[src/rtl/sseg_pkg.sv]
// Shared types and constants for the ElbertV2 multiplexed seven-segment controller.
package sseg_pkg;

    localparam int unsigned DIGITS = 3;

    typedef enum logic {GAP, ON} state_e;

    localparam logic [7:0]        SEG_OFF = 8'hFF;
    localparam logic [DIGITS-1:0] EN_OFF  = 3'b111;

    // Active-high gfedcba patterns for hex digits 0..F; index with the nibble value.
    localparam logic [15:0][7:0] HEX_SEG = {
        8'h71, 8'h79, 8'h5E, 8'h39, 8'h7C, 8'h77, 8'h6F, 8'h7F,
        8'h07, 8'h7D, 8'h6D, 8'h66, 8'h4F, 8'h5B, 8'h06, 8'h3F
    };

endpackage

[src/rtl/sseg_slot_timer.sv]
// Slot sequencer: GAP/ON FSM, slot cycle counter, PWM phase, digit index and frame tick.
// Next-state values are exported so the top can register outputs aligned with the FSM.
module sseg_slot_timer import sseg_pkg::*; #(
    parameter int unsigned SCAN_DIV = 4000,
    parameter int unsigned GAP_CYC  = 16
) (
    input  logic       clk,
    input  logic       reset,
    output state_e     state_next,
    output logic [2:0] phase_next,
    output logic [1:0] idx,
    output logic       slot_start,
    output logic       frame_tick
);

    localparam int unsigned PHASE_LEN = SCAN_DIV / 8;
    localparam int unsigned MAXV      = (SCAN_DIV > GAP_CYC) ? SCAN_DIV : GAP_CYC;
    localparam int unsigned CW        = $clog2(MAXV + 1);
    localparam int unsigned SW        = $clog2(PHASE_LEN + 1);

    state_e          state_q, state_d;
    logic [CW-1:0]   cnt_q, cnt_d;
    logic [SW-1:0]   sub_q, sub_d;
    logic [2:0]      phase_q, phase_d;
    logic [1:0]      idx_q, idx_d;
    logic            tick;

    always_comb begin
        state_d = state_q;
        cnt_d   = cnt_q + CW'(1);
        sub_d   = sub_q;
        phase_d = phase_q;
        idx_d   = idx_q;
        tick    = 1'b0;
        case (state_q)
            GAP: begin
                if (cnt_q == CW'(GAP_CYC - 1)) begin
                    state_d = ON;
                    cnt_d   = '0;
                    sub_d   = '0;
                    phase_d = '0;
                end
            end
            ON: begin
                if (sub_q == SW'(PHASE_LEN - 1)) begin
                    sub_d   = '0;
                    phase_d = phase_q + 3'd1;
                end else begin
                    sub_d = sub_q + SW'(1);
                end
                if (cnt_q == CW'(SCAN_DIV - 1)) begin
                    state_d = GAP;
                    cnt_d   = '0;
                    idx_d   = (idx_q == 2'(DIGITS - 1)) ? 2'd0 : idx_q + 2'd1;
                    tick    = (idx_q == 2'(DIGITS - 1));
                end
            end
        endcase
    end

    always_ff @(posedge clk) begin
        if (reset) begin
            state_q <= GAP;
            cnt_q   <= '0;
            sub_q   <= '0;
            phase_q <= '0;
            idx_q   <= '0;
        end else begin
            state_q <= state_d;
            cnt_q   <= cnt_d;
            sub_q   <= sub_d;
            phase_q <= phase_d;
            idx_q   <= idx_d;
        end
    end

    assign state_next = state_d;
    assign phase_next = phase_d;
    assign idx        = idx_q;
    assign slot_start = (state_q == GAP) && (cnt_q == '0);
    assign frame_tick = tick;

endmodule

[src/rtl/sseg_scan_ctrl.sv]
// Three-digit seven-segment refresh controller with shadowed writes, PWM dimming and blink.
// Outputs are registered from the timer's next state so ss/en line up with GAP/ON slots.
module sseg_scan_ctrl import sseg_pkg::*; #(
    parameter int unsigned SCAN_DIV     = 4000,
    parameter int unsigned GAP_CYC      = 16,
    parameter int unsigned BLINK_FRAMES = 250
) (
    input  logic              clk,
    input  logic              reset,
    input  logic              wr_valid,
    output logic              wr_ready,
    input  logic [1:0]        wr_addr,
    input  logic [7:0]        wr_data,
    input  logic              wr_blink,
    input  logic [2:0]        brightness,
    input  logic              blank,
    output logic              frame_tick,
    output logic [7:0]        ss,
    output logic [DIGITS-1:0] en
);

    localparam int unsigned FW = $clog2(BLINK_FRAMES + 1);

    state_e     state_next;
    logic [2:0] phase_next;
    logic [1:0] idx;
    logic       slot_start;
    logic       tick_raw;

    sseg_slot_timer #(
        .SCAN_DIV (SCAN_DIV),
        .GAP_CYC  (GAP_CYC)
    ) u_timer (
        .clk        (clk),
        .reset      (reset),
        .state_next (state_next),
        .phase_next (phase_next),
        .idx        (idx),
        .slot_start (slot_start),
        .frame_tick (tick_raw)
    );

    logic [DIGITS-1:0][7:0] shadow_pat_q, active_pat_q;
    logic [DIGITS-1:0]      shadow_blink_q, active_blink_q;
    logic [2:0]             bright_q, bright_d;
    logic                   blank_q, blank_d;
    logic [FW-1:0]          frame_cnt_q;
    logic                   blink_phase_q;
    logic [7:0]             ss_q, ss_d;
    logic [DIGITS-1:0]      en_q, en_d;
    logic                   wr_fire;

    // Commits happen on the tick cycle, so writes are refused there.
    assign wr_ready   = ~reset & ~tick_raw;
    assign frame_tick = ~reset & tick_raw;
    assign wr_fire    = wr_valid & wr_ready;

    // Forward the slot-start sample so a one-cycle gap still sees the new settings.
    assign bright_d = slot_start ? brightness : bright_q;
    assign blank_d  = slot_start ? blank : blank_q;

    always_comb begin
        ss_d = SEG_OFF;
        en_d = EN_OFF;
        if (state_next == ON) begin
            ss_d = ~active_pat_q[idx];
            if ((phase_next <= bright_d) && !blank_d &&
                !(blink_phase_q && active_blink_q[idx])) begin
                en_d[idx] = 1'b0;
            end
        end
    end

    always_ff @(posedge clk) begin
        if (reset) begin
            shadow_pat_q   <= '0;
            active_pat_q   <= '0;
            shadow_blink_q <= '0;
            active_blink_q <= '0;
            bright_q       <= '0;
            blank_q        <= 1'b0;
            frame_cnt_q    <= '0;
            blink_phase_q  <= 1'b0;
            ss_q           <= SEG_OFF;
            en_q           <= EN_OFF;
        end else begin
            bright_q <= bright_d;
            blank_q  <= blank_d;
            ss_q     <= ss_d;
            en_q     <= en_d;
            if (tick_raw) begin
                active_pat_q   <= shadow_pat_q;
                active_blink_q <= shadow_blink_q;
                if (frame_cnt_q == FW'(BLINK_FRAMES - 1)) begin
                    frame_cnt_q   <= '0;
                    blink_phase_q <= ~blink_phase_q;
                end else begin
                    frame_cnt_q <= frame_cnt_q + FW'(1);
                end
            end
            // Address 3 matches no digit and is silently dropped.
            for (int i = 0; i < DIGITS; i++) begin
                if (wr_fire && (wr_addr == 2'(i))) begin
                    shadow_pat_q[i]   <= wr_data;
                    shadow_blink_q[i] <= wr_blink;
                end
            end
        end
    end

    assign ss = ss_q;
    assign en = en_q;

endmodule
[config.mk]
export PLATFORM = sky130hd
export DESIGN_NAME = sseg_scan_ctrl
export DESIGN_NICKNAME = d
export VERILOG_FILES = /design/src/rtl/sseg_pkg.sv /design/src/rtl/sseg_slot_timer.sv /design/src/rtl/sseg_scan_ctrl.sv
export SDC_FILE = /design/constraint.sdc
export NUM_CORES = 1
export LEC_CHECK = 0
export ABC_AREA = 1
export ABC_CLOCK_PERIOD_IN_PS = 3000
export CAP_MARGIN = 30
export CORE_UTILIZATION = 30
export CTS_BUF_LIST = sky130_fd_sc_hd__clkbuf_8 sky130_fd_sc_hd__clkbuf_16
export DETAILED_ROUTE_END_ITERATION = 10
export SYNTH_ARGS = -nofsm -noshare
export SYNTH_HDL_FRONTEND = slang
export SYNTH_HIERARCHICAL = 1
export SYNTH_SLANG_ARGS = --single-unit
export TNS_END_PERCENT = 50
[constraint.sdc]
create_clock -name clk -period 3 [get_ports clk]
set_input_delay 0.3 -clock clk [delete_from_list [all_inputs] [get_ports clk]]
set_output_delay 0.3 -clock clk [all_outputs]
set_load 0.05 [all_outputs]
==> out/qor.yml, run 1 <==
numCtsBuffers: 9
die_area_um2: 15700
grt_pass1_vias: 3416
layout.cells.non_filler: 833
synth_top_area_cell: "dfxtp_1"
cts-root-buf: "clkbuf_16"
hold_end: "active_pat_q[22]$_SDFFE_PP0P_"
place_ws_ns: 0.605
swShare_pct: 22.0
syn-num-nets: 639
drive_gt1_share_pct: 7.70
core_um2: 14700
wl_per_cell_um: 11.5
critPathRequiredTime_ns: 2.70
placed_area_um2: 5050
clock-sinks: 105
hold_violations: 0
worstMarginPinSlew_ns: 0.702
ys_types: 39
setup_slack_ns: 0.301
grtUsageTotal_pct: 13.3
ys_ff_latch: 105
ys_top_cells_by_count: "nand2_1 (113), nor2_1 (108), dfxtp_1 (105)"
firstDrtPassIters: 6
via_per_inst: 4.46
slew_violations: 0
io_buffers: 30
die_h_um: 125
place_congestion: 0.851
p_seq_share_pct: 51.9
power_w: 0.00274
fin_worst_skew_ns: 0.00449
crit_chain: "ha_1, nand2_1, nor2_2, nand2_1, nor2_4, nand2_2, nor3_1, buf_4, nand2_4, clkinv_2, buf_12"
status: "completed"
dp_cells: 817
slew_headroom_pct: 53.0
hold_path_class: "flop to flop"
r2r_end: "shadow_pat_q[18]$_SDFFE_PP0P_"
synth_edf_count: 0
area_growth_pct: 16.9
grt_max_degree: 30
clk_path_buf_depth: 2
die_w_um: 125
synthCells: 612
cp-end-kind: "output port"
r2r_setup_slack_ns: 0.65
grt_pass1_wl_um: 16600
period_share_pct: 90.0
crit_path_max_incr_delay_ns: 0.37
drcViolationCount: 0
crit_slowest_cell: "dfxtp_1"
cp.arrival_ns: 2.40
fmax_mhz: 370
setup_tns_ns: 0
cp.buffers_inverters: 3
hold_path_depth: 2
r2r-start: "u_timer/cnt_q[0]$_SDFF_PP0_"
vias: 3714
overflow: 0
design_area_um2: 5340
dp_hpwl_um: 7080
clkPwrFrac_pct: 42.9
start_util_pct: 31.1
power_density_nw_per_um2: 513
grt_setup_unrepaired: "false"
cts_tree: "built"
drv_cap: 0
internal-power_w: 0.00214
reg2reg_depth: 13
htree_levels: 3
antenna_found_initial: 0
pin_count: 31
fin_nets: 671
min_period_ns: 2.70
crit_top_cell: "nand2_1"
path_max_fanout: 20
cts.clk_slew.worst_paths_ns: 0.07
synth_top_area_share_pct: 46.0
power_frac_comb_pct: 5.2
netlist_area_um2: 4570
ys.flop_type: "dfxtp_1"
peakVddDrop_mv: 0.282
timing_worst_setup_path_type: "flop to output port"
synth.avg_cell_area_um2: 7.47
yosysMostFrequentCell: "nand2_1"
yosysWarnings: 6
synth_seq_area_share_pct: 46.0
antenna_cells: 0
yosys-top-cells-area: "dfxtp_1 (46%), nand2_1 (9.3%), nor2_1 (8.9%)"
crit_family: "simple AND/OR/NAND/NOR gates"
postRouteAntennaNets: 0
rows: 44
hold_buffers: 0
drt-total-wl_um: 9550
power_switching_w: 0.000604
min_from: "shadow_pat_q[22]$_SDFFE_PP0P_"
setup_viol: 0
p_leak_nw: 2.06
start_kind: "flop"
worstSkewPairLatency_ns: 0.35
cts_setup_buffers: 0
async_reset_ff_share_pct: 0
drt_iter0_markers: 225
cts-resized-gates: 0
==> kinds of logic after synthesis <==
group / after synthesis / share of synthesized area (%)
and+or+nand+nor: 286 / 28.1
xor gates and xnor gates: 7 / 1.34
adders and majority gates: 9 / 2.46
buffers and inverters: 101 / 9.42
muxes: 2 / 0.438
AOI/OAI and AO/OA: 102 / 12.2
DFF: 105 / 46.0
==> power groups by stage <==
stage                     sequential (W)  clock (W)  combinational (W)
final                            0.00142    0.00118           0.000143
after floorplan                  0.00145          0          0.0000890
after detailed placement         0.00146          0           0.000144
after global placement           0.00146          0           0.000143
after CTS                        0.00142    0.00122           0.000145
after global routing             0.00143    0.00128           0.000165
==> registers in the layout (all words and copies together), names as in the netlist <==
register	count
shadow_pat_q	24
en	3
u_timer/idx	2
shadow_blink_q	3
active_pat_q	24
active_blink_q	3
u_timer/sub_q	9
frame_cnt_q	8
u_timer/phase_q	3
bright_q	3
u_timer/state_q	1
blank_q	1
blink_phase_q	1
ss	8
u_timer/cnt_q	12
==> stage by stage <==
stage	util [%]	hold slack, ns
global route	36.4	0.488
global placement	34.3	0.448
finish	36.4	0.461
CTS	36.3	0.466
detailed placement	34.3	0.451
floorplan	-	0.369
==> worst max path at each step <==
stage	from	endpoint	slack [ns]	depth (start not counted)
finish	u_timer/cnt_q[0]$_SDFF_PP0_	frame_tick	0.30	11
global route	u_timer/cnt_q[0]$_SDFF_PP0_	frame_tick	0.05	11
CTS	u_timer/cnt_q[0]$_SDFF_PP0_	frame_tick	0.21	11
detailed placement	u_timer/cnt_q[0]$_SDFF_PP0_	frame_tick	0.60	11
global placement	u_timer/cnt_q[0]$_SDFF_PP0_	frame_tick	0.69	11
floorplan	u_timer/cnt_q[0]$_SDFF_PP0_	frame_tick	0.86	11
==> tightest hold or removal path, stage by stage (launching register included) <==
cell	delay, ns
dfxtp_1	0.33
nand2_1	0.05
o21ai_0	0.05
==> per-layer routing <==
layer  up-vias  routed length [um]  part of all wire, %  GRT usage, %
met4         0                 137                  1.4          4.52
met3         8                 328                  3.4          3.38
li1       2021                   -                    -             -
met5         -                   0                    0             0
met2        45                4160                   44          20.4
met1      1640                4920                   52          18.0
==> area by class of cell <==
type,instances,area (um^2)
sequential,105,2100
fill,1522,9360
clock buffer,10,239
inverter,86,325
tap,184,230
clock inverter,6,57.6
multi-input combinational,406,2040
timing repair buffer,36,353
==> cell usage in the layout, fill, tap and decap left out, drive strengths merged, types with 9 or more instances in the layout <==
cell and n:
clkbuf 10, nor2 114, inv 84, ha 9, a21oi 35, o22ai 9
clkdlybuf4s50 28, nand3 37, dfxtp 105, o21ai 51, nand4 11, nand2 116
Power figures use the tool's default switching activity.
==> run 2: changes to the inputs <==
Settings changed: SETUP_SLACK_MARGIN from default to 0.1.
==> run 2 against run 1 <==
Via count unchanged. Worst hold slack unchanged. Global-route usage unchanged. Setup slack better by 0.072 ns. Sequential power about the same. First-iteration DRC count unchanged. Non-clock buffer count unchanged.
==> out/qor.yml, run 2 (synthesized netlist as in run 1, its figures left out) <==
drcViolationCount: 0
vias: 3714
antenna_cells: 0
cts_setup_buffers: 0
crit_path_max_incr_delay_ns: 0.37
wl_per_cell_um: 11.5
htree_levels: 3
die_w_um: 125
die_h_um: 125
r2r-start: "u_timer/cnt_q[0]$_SDFF_PP0_"
grt_max_degree: 30
crit_path_end: "frame_tick"
via_per_inst: 4.46
dp_hpwl_um: 7080
hold_buffers: 0
crit_slowest_cell: "dfxtp_1"
grtUsageTotal_pct: 13.3
cts-root-buf: "clkbuf_16"
status: "completed"
timing_worst_setup_path_type: "flop to output port"
final_common_cell: "nand2_1"
clock-sinks: 105
drv_cap: 0
place_ws_ns: 0.605
grt_setup_unrepaired: "false"
crit_top_cell: "nand2_1"
path_max_fanout: 20
slew_headroom_pct: 53.0
critPathRequiredTime_ns: 2.70
hold_path_class: "flop to flop"
min_period_ns: 2.63
cts.clk_slew.worst_paths_ns: 0.07
grt_pass1_wl_um: 16600
firstDrtPassIters: 6
worstMarginPinSlew_ns: 0.702
layout.cells.non_filler: 833
die_area_um2: 15700
dp_cells: 817
reg2reg_depth: 13
setup_viol: 0
area_growth_pct: 17.0
overflow: 0
drt_iter0_markers: 225
fmax_mhz: 381
setup_tns_ns: 0
cp.arrival_ns: 2.33
power_density_nw_per_um2: 513
cts_tree: "built"
startpoint: "u_timer/cnt_q[0]$_SDFF_PP0_"
core_um2: 14700
path_depth: 11
place_congestion: 0.851
mostFrequentLayoutCells: "nand2_1 (113), nor2_1 (108), dfxtp_1 (105)"
drive_gt1_share_pct: 7.70
postRouteAntennaNets: 0
slew_violations: 0
p_leak_nw: 2.06
cp-end-kind: "output port"
crit_chain: "ha_1, nand2_1, nor2_2, nand2_1, nor2_4, nand2_2, nor3_1, buf_4, nand2_4, inv_6, buf_12"
fin_nets: 671
setup_slack_ns: 0.372
pin_count: 31
r2r_end: "shadow_pat_q[18]$_SDFFE_PP0P_"
cp.buffers_inverters: 3
rows: 44
io_buffers: 30
numCtsBuffers: 9
crit_family: "simple AND/OR/NAND/NOR gates"
worstSkewPairLatency_ns: 0.35
drt-total-wl_um: 9560
period_share_pct: 87.6
clk_path_buf_depth: 2
r2r_setup_slack_ns: 0.65
start_util_pct: 31.1
start_kind: "flop"
top_regs: "active_pat_q x24, shadow_pat_q x24, u_timer/cnt_q x12"
antenna_found_initial: 0
cts-resized-gates: 0
peakVddDrop_mv: 0.282
hold_violations: 0
fin_worst_skew_ns: 0.00449
grt_pass1_vias: 3416
-- run 2: where the power goes --
group	total [W]	switching, W	leakage (nW)	internal (W)
registers	0.00142	0.00000963	0.849	0.00141
logic	0.000143	0.0000841	1.06	0.0000585
clock network	0.00118	0.000510	0.154	0.000665
total	0.00274	0.000604	2.06	0.00214
-- run 2: through the flow --
stage	utilization, %	power (W)	hold slack (ns)	cell area [um^2]
6_report	36.4	0.00274	0.461	5350
3_3_place_gp	34.3	0.00160	0.448	5050
2_1_floorplan	-	0.00154	0.369	4570
4_1_cts	36.3	0.00278	0.466	5340
3_5_place_dp	34.3	0.00160	0.451	5050
5_1_grt	36.4	0.00287	0.489	5350
-- run 2: worst min-delay path, delay by kind of cell (launching register included) --
family	cells	cell delay, ns
AO/OA/AOI/OAI	1	0.05
flip-flops	1	0.33
AND/OR/NAND/NOR	1	0.05
-- run 2: layout make-up --
type | count | area [um^2]
clock inverters | 6 | 57.6
flip-flops and latches | 105 | 2100
fillers | 1520 | 9350
clock buffers | 10 | 239
multi-input cells | 406 | 2040
well taps | 184 | 230
inverters | 86 | 329
repair buffers | 36 | 353
-- run 2: worst min-delay path by stage --
stage	startpoint	endpoint	slack, ns	cells after the start
after global routing	active_pat_q[5]$_SDFFE_PP0P_	active_pat_q[5]$_SDFFE_PP0P_	0.49	2
after detailed placement	shadow_pat_q[22]$_SDFFE_PP0P_	active_pat_q[22]$_SDFFE_PP0P_	0.45	2
final	shadow_pat_q[22]$_SDFFE_PP0P_	active_pat_q[22]$_SDFFE_PP0P_	0.46	2
after floorplan	reset	bright_q[0]$_SDFF_PP0_	0.37	1
after CTS	shadow_pat_q[22]$_SDFFE_PP0P_	active_pat_q[22]$_SDFFE_PP0P_	0.47	2
after global placement	u_timer/cnt_q[0]$_SDFF_PP0_	u_timer/cnt_q[0]$_SDFF_PP0_	0.45	1
-- run 2: per-layer routing --
metal | GRT usage (%) | wire length [um] | up-vias
li1 | - | - | 2021
met1 | 18.0 | 4920 | 1640
met2 | 20.4 | 4160 | 45
met3 | 3.38 | 328 | 8
met4 | 4.52 | 137 | 0
met5 | 0 | 0 | -
